`config.mk`:
```
export PLATFORM = sky130hd
export DESIGN_NAME = ones_comp_csum_stream
export DESIGN_NICKNAME = d
export VERILOG_FILES = /design/src/rtl/ones_comp_csum_stream.sv
export SDC_FILE = /design/constraint.sdc
export NUM_CORES = 1
export LEC_CHECK = 0
export ABC_AREA = 1
export CAP_MARGIN = 20
export CELL_PAD_IN_SITES_DETAIL_PLACEMENT = 0
export CELL_PAD_IN_SITES_GLOBAL_PLACEMENT = 1
export CORE_MARGIN = 2
export CORE_UTILIZATION = 40
export DETAILED_ROUTE_END_ITERATION = 8
export HOLD_SLACK_MARGIN = 0.12
export PLACE_DENSITY_LB_ADDON = 0.1
export SLEW_MARGIN = 20
export SYNTH_ARGS = -nofsm -noshare
export SYNTH_HDL_FRONTEND = slang
export SYNTH_SLANG_ARGS = --single-unit
```
`constraint.sdc`:
```
create_clock -name clk -period 3.6 [get_ports clk]
set_clock_uncertainty 0.05 [all_clocks]
set_input_delay 0.72 -clock clk [delete_from_list [all_inputs] [get_ports clk]]
set_output_delay 0.72 -clock clk [all_outputs]
set_load 0.01 [all_outputs]
```
`src/rtl/ones_comp_csum_stream.sv`:
```
// Streaming ones'-complement checksum generator/checker with valid/ready framing.
// Optional macro CSUM_NORM_ZERO_EN presents an all-ones (negative zero) sum as zero.
module ones_comp_csum_stream #(
  parameter int WIDTH = 4,
  parameter int CNT_W = 8
) (
  input  logic             clk,
  input  logic             rst,
  input  logic [WIDTH-1:0] in_data,
  input  logic             in_valid,
  input  logic             in_last,
  output logic             in_ready,
  output logic [WIDTH-1:0] sum,
  output logic [WIDTH-1:0] csum,
  output logic             check_ok,
  output logic [CNT_W-1:0] word_cnt,
  output logic             out_valid,
  input  logic             out_ready
);

  typedef enum logic [1:0] {IDLE, ACCUM, DONE} state_t;

  state_t           state, state_next;
  logic [WIDTH-1:0] acc, acc_next;
  logic [WIDTH:0]   add_full;
  logic [CNT_W-1:0] cnt_next;
  logic [WIDTH-1:0] sum_d, csum_d;
  logic             accept;

  assign in_ready  = (state != DONE) && !rst;
  assign out_valid = (state == DONE);
  assign accept    = in_valid && in_ready;

  // The end-around carry cannot overflow again: the widest add_full is 2^(WIDTH+1)-2.
  assign add_full = {1'b0, acc} + {1'b0, in_data};
  assign acc_next = add_full[WIDTH-1:0] + {{(WIDTH-1){1'b0}}, add_full[WIDTH]};

  assign cnt_next = (word_cnt == {CNT_W{1'b1}}) ? word_cnt
                                                : word_cnt + {{(CNT_W-1){1'b0}}, 1'b1};

`ifdef CSUM_NORM_ZERO_EN
  assign sum_d  = (acc_next == {WIDTH{1'b1}}) ? {WIDTH{1'b0}} : acc_next;
  assign csum_d = ~sum_d;
`else
  assign sum_d  = acc_next;
  assign csum_d = ~acc_next;
`endif

  always_comb begin
    state_next = state;
    case (state)
      IDLE, ACCUM: begin
        if (accept) state_next = in_last ? DONE : ACCUM;
      end
      DONE: begin
        if (out_ready) state_next = IDLE;
      end
      default: state_next = IDLE;
    endcase
  end

  // Results are captured with the in_last word so they are registered the cycle DONE begins.
  always_ff @(posedge clk or posedge rst) begin
    if (rst) begin
      state    <= IDLE;
      acc      <= '0;
      word_cnt <= '0;
      sum      <= '0;
      csum     <= '1;
      check_ok <= 1'b0;
    end else begin
      state <= state_next;
      if (state == DONE && out_ready) begin
        acc      <= '0;
        word_cnt <= '0;
      end else if (accept) begin
        acc      <= acc_next;
        word_cnt <= cnt_next;
      end
      if (accept && in_last) begin
        sum      <= sum_d;
        csum     <= csum_d;
        check_ok <= (acc_next == {WIDTH{1'b1}});
      end
    end
  end

endmodule

```
# After elaboration in Yosys (flattened, before gate mapping)
# Index checks and enable logic that the tools add are counted.
word_totals:
  in_bits: 9
  regBits: 23
  wordCells: 37
classes:
  reduce_logical: 10
  addsub: 3
  n_eq_ne: 8
  bitwise_logic: 1
  n_mux: 9
op_table:
  columns: ["operator", "count"]
  rows:
  - ["8-bit two-way mux", 3]
  - ["8-bit by 1-bit adder with 8-bit output (second input constant)", 1]
  - ["8-bit == test (second input constant)", 1]
  - ["4-bit two-way mux", 2]
  - ["2-bit two-way mux", 3]
  - ["4-bit by 4-bit adder with 5-bit output", 1]
  - ["4-bit by 1-bit adder with 4-bit output", 1]
  - ["4-bit == test (second input constant)", 1]
  - ["1-bit logical AND", 4]
  - ["2-bit by 1-bit != test with 1-bit output (second input constant)", 2]
  - ["2-bit != test (second input constant)", 2]
  - ["4-bit NOT", 1]
  - ["2-bit one-hot mux with 2 select lines", 1]
  - ["2-bit AND reduction", 2]
  - ["2-bit by 1-bit == test with 1-bit output (second input constant)", 1]
  - ["2-bit == test (second input constant)", 1]
  - ["2-bit zero test", 1]
  - ["2-bit nonzero test", 1]
  - ["2-bit OR reduction", 1]
  - ["1-bit zero test", 1]

# Longest topological paths before layout
logic_depth:
  word_depth: 5
  mapped_depth: 13
  ltp_nobuf: 13

# Worst setup path after synthesis
# OpenSTA, ideal clock, no wires.
synth_timing:
  path_kind: "input to register"
  start: "in in_data[0]"
  end: "reg check_ok"
  required_ns: 3.485
  path_stages: 12
  arrival_time_ns: 2.542
  path_slack_ns: 0.944
  cell_sequence: "ha_1 -> fa_1 -> nand2_1 -> a21oi_1 -> or2_2 -> ha_1 -> ha_1 -> nand3_1 -> nand3_1 -> nor2_1 -> nand2_1 -> nand2_1"
synth_via:
  elab_chain_cells: 3
synth_rtl:
  columns: ["element", "line", "source"]
  rows:
  - ["from (decl)", "9", "input logic [WIDTH-1:0] in_data,"]
  - ["4-bit by 4-bit adder with 5-bit output", "35", "assign add_full = {1'b0, acc} + {1'b0, in_data};"]
  - ["4-bit by 1-bit adder with 4-bit output", "36", "assign acc_next = add_full[WIDTH-1:0] + {{(WIDTH-1){1'b0}}, add_full[WIDTH]};"]
  - ["4-bit == test", "83", "check_ok <= (acc_next == {WIDTH{1'b1}});"]
  - ["to (signal assigned)", "83", null]
  - ["to (decl)", "15", "output logic check_ok,"]
# No other way between the ends.
# A chain may end at the register's enable or synchronous reset.

# Worst setup path in the final report
# Ends and elaborated chain as after synthesis.

==> summary.md <==
| Metric | Value |
|---|---|
| Commonest cells post-synth | nand2_1, nand3_1, dfrtp_1, inv_1, nor2_1 |
| Hold path endpoint | csum[3]$_DFFE_PP1P_ |
| FF+latch count, synth | 23 |
| Mapped Nets | ~190 |
| Post-Place Cells | ~240 |
| Core area | ~3300 um2 |
| Cell area power density | 655.1 nW/um2 |
| Congestion Overflow GR | 0 |
| FFs w/ async S/R, synth | 1.000 |
| Fin crit share | 0.8025 |
| Post-synth top area share | 0.3464 |
| Hold Crit Start | csum[3]$_DFFE_PP1P_ |
| Post-synth top flop | dfrtp_1 |
| Global-route wire length before repair | approximately 5.2 mm |
| CTS tree | built |
| Critical R2R Capture | check_ok$_DFFE_PP0P_ |
| Wire length per cell | 11.96 um |
| Postcts setup bufs | 0 |
| LEAKAGE | between 0.8 and 0.9 nW |
| PortBufs | 27 |
| Netlist cell types | 27 |
| Critical Path RT | roughly 3.8 ns |
| Max VDD drop | ~0.00032 V |
| Top-count cell post-synth | nand2_1 |
| CP endpoint kind | flop |
| Final number of setup-violating endpoints | 0 |
| Setup CP Type | in2reg |
| Area of the multi-input gates | 698.2 um2 |
| DIE HEIGHT | roughly 63 um |
| Vias in the first global route | between 1k and 1.5k |
| Max cap viols | 0 |
| Hold Buf Count CTS | 0 |
| NumNets Final | ~220 |
| Layout Utilization | 0.5197 |
| Synth top area cells | dfrtp_1, nand2_1, nand3_1, dfstp_2, ha_1 |
| Syn avg cell area | approximately 8.1 um2 |
| Share of layout cells above drive strength 1 | 0.1244 |
| Final hold violation count | 0 |
| Vias | about 1.2k |
| Setup tns final | 0 ns |
| EDFF count, synth | 0 |
| Tmin final | ~2.9 ns |
| DIE AREA | 3916 um2 |
| Min-Delay Path Depth | 2 |
| Hold Path Class | reg2reg |
| Flop2flop setup slack | 1.15 ns |
| Routability cong. | 0.7887 |
| Post-Syn Instances | 170 |
| Top Ports | 28 |
| Slew headroom | 0.7875 |
| Non-Filler Instances | 247 |
| Crit path DAT | about 3.1 ns |
| Synthesized area | 1373 um2 |
| Dominant cell type by area after synthesis | dfrtp_1 |
| # clock sinks | 23 |
| Sequential fraction of the synthesis area | 0.4230 |
| Final Slew Violations | 0 |
| Worst-path fanout max | 4 |
| Outcome | finished, final reports clean |
| # DRC | 0 |
| DRT Wirelength | slightly below 3 mm |
| Iter 0 DRT Violations | 68 |
| Highest clock rate | 0.3461 GHz |
| FF+latch area | a little under 600 um2 |
| DP HPWL | approximately 2.2 mm |
| Maximum number of pins on one net before global-route repair | 25 |
| CTS Buffer Depth | 2 |
| Post_cts resized | 0 |
| Register-to-Register Path Depth | 12 |
| Measured slew at the worst slew-check pin | 0.3187 ns |
| DRT Pass-1 Iters | 4 |
| Avg Vias per Cell | around 4.7 |
| Startpoint Class | input port |
| Final ANT Viol Nets | 0 |
| Starting density of the core | 0.4146 |
| FP Rows | 21 |
| Initial antenna violation count | 0 |
| CTS root buf | clkbuf_4 |
| FF-to-FF Start | acc[0]$_DFFE_PP0P_ |
| Synth-to-layout area growth | 25.34% |
| GRT Util Overall | 0.1635 |
| Clk slew on worst S/H paths | 0.14 ns |
| Clk_lat worst skew | ~0.32 ns |
| Unrepaired setup endpoints after global routing | false |
| Syn. warnings | 0 |
| Antenna cells | 0 |
| Num CTS Buffers | 3 |
| Filler Cell Count | around 340 |
| Max H-tree Level | 1 |
| Die W | between 60 and 70 um |
## cell families after synthesis
group / share of synthesized area
and+or+nand+nor: 0.3473
AOI/OAI and AO/OA: 0.07657
adders and majority gates: 0.07839
xor gates and xnor gates: 0.006382
buffers and inverters: 0.06837
DFF: 0.4230
## final cells by class
| class | instances | share of cell area |
|---|---|---|
| tap | 46 | 0.03345 |
| sequential | 23 | 0.3375 |
| multi-input combinational | 125 | 0.4058 |
| inverter | 21 | 0.04582 |
| timing repair buffer | 28 | 0.1615 |
| clock inverter | 1 | 0.002909 |
| clock buffer | 3 | 0.01309 |
## worst max-delay path by stage
stage               depth (start not counted)  slack (ns)  startpoint                   end
floorplan                                  12        0.94  in_data[0]  check_ok$_DFFE_PP0P_
global route                               13        0.58  in_data[0]  check_ok$_DFFE_PP0P_
global placement                           13        0.43  in_data[0]  check_ok$_DFFE_PP0P_
detailed placement                         13        0.37  in_data[0]  check_ok$_DFFE_PP0P_
finish                                     13        0.71  in_data[0]  check_ok$_DFFE_PP0P_
CTS                                        13        0.72  in_data[0]  check_ok$_DFFE_PP0P_
## critical path, cell delays in order
cell and delay, ns:
clkdlybuf4s50_1 0.41, ha_1 0.24, fa_1 0.39, nand2_1 0.14
a21oi_1 0.07, or2_2 0.28, ha_1 0.23, ha_1 0.20
nand3_1 0.13, nand3_1 0.09, nor2_1 0.10, nand2_1 0.06
nand2_1 0.05
## state kept, by name, indices dropped and copies added, names as in the netlist
name and count:
csum 4, check_ok 1, sum 4, state 2
word_cnt 8, acc 4
## layer usage
| metal | global-route usage | up-vias | share of wire |
|---|---|---|---|
| li1 | - | 615 | - |
| met1 | 0.2362 | 527 | 0.53 |
| met2 | 0.2513 | 27 | 0.42 |
| met3 | 0.03243 | 2 | 0.044 |
| met4 | 0.04167 | 0 | 0.0061 |
| met5 | 0 | - | 0 |
## placed cells by master, fill, tap and decap left out, types with 2 or more instances in the layout
master           instances
nand2_1                 57
clkdlybuf4s50_1         27
nand3_1                 22
inv_1                   19
dfrtp_1                 19
nor2_1                   8
ha_1                     7
o21ai_2                  4
dfstp_2                  4
o21a_1                   3
a21oi_1                  3
nand4_1                  3
clkbuf_4                 3
inv_2                    2
nand2_2                  2
nand3_2                  2
nor2_4                   2
o21ai_0                  2
## metrics by stage
step,setup slack [ns],cell area [um2],hold WS [ns],power [mW]
detailed placement,0.3665,1693,0.4066,1.009
finish,0.7109,1720,0.4248,1.127
floorplan,0.9436,1373,0.4029,0.7780
CTS,0.7154,1720,0.4272,1.137
global placement,0.4289,1693,0.4084,0.9984
global route,0.5789,1720,0.4681,1.239
## where the power goes
| part | internal [mW] | leakage [nW] | switching (mW) | total (mW) |
|---|---|---|---|---|
| clock network | 0.0415 | 0.0177 | 0.0820 | 0.124 |
| registers | 0.365 | 0.288 | 0.0761 | 0.441 |
| logic | 0.272 | 0.518 | 0.290 | 0.563 |
| total | 0.679 | 0.824 | 0.448 | 1.13 |
Power figures use the tool's default switching activity.
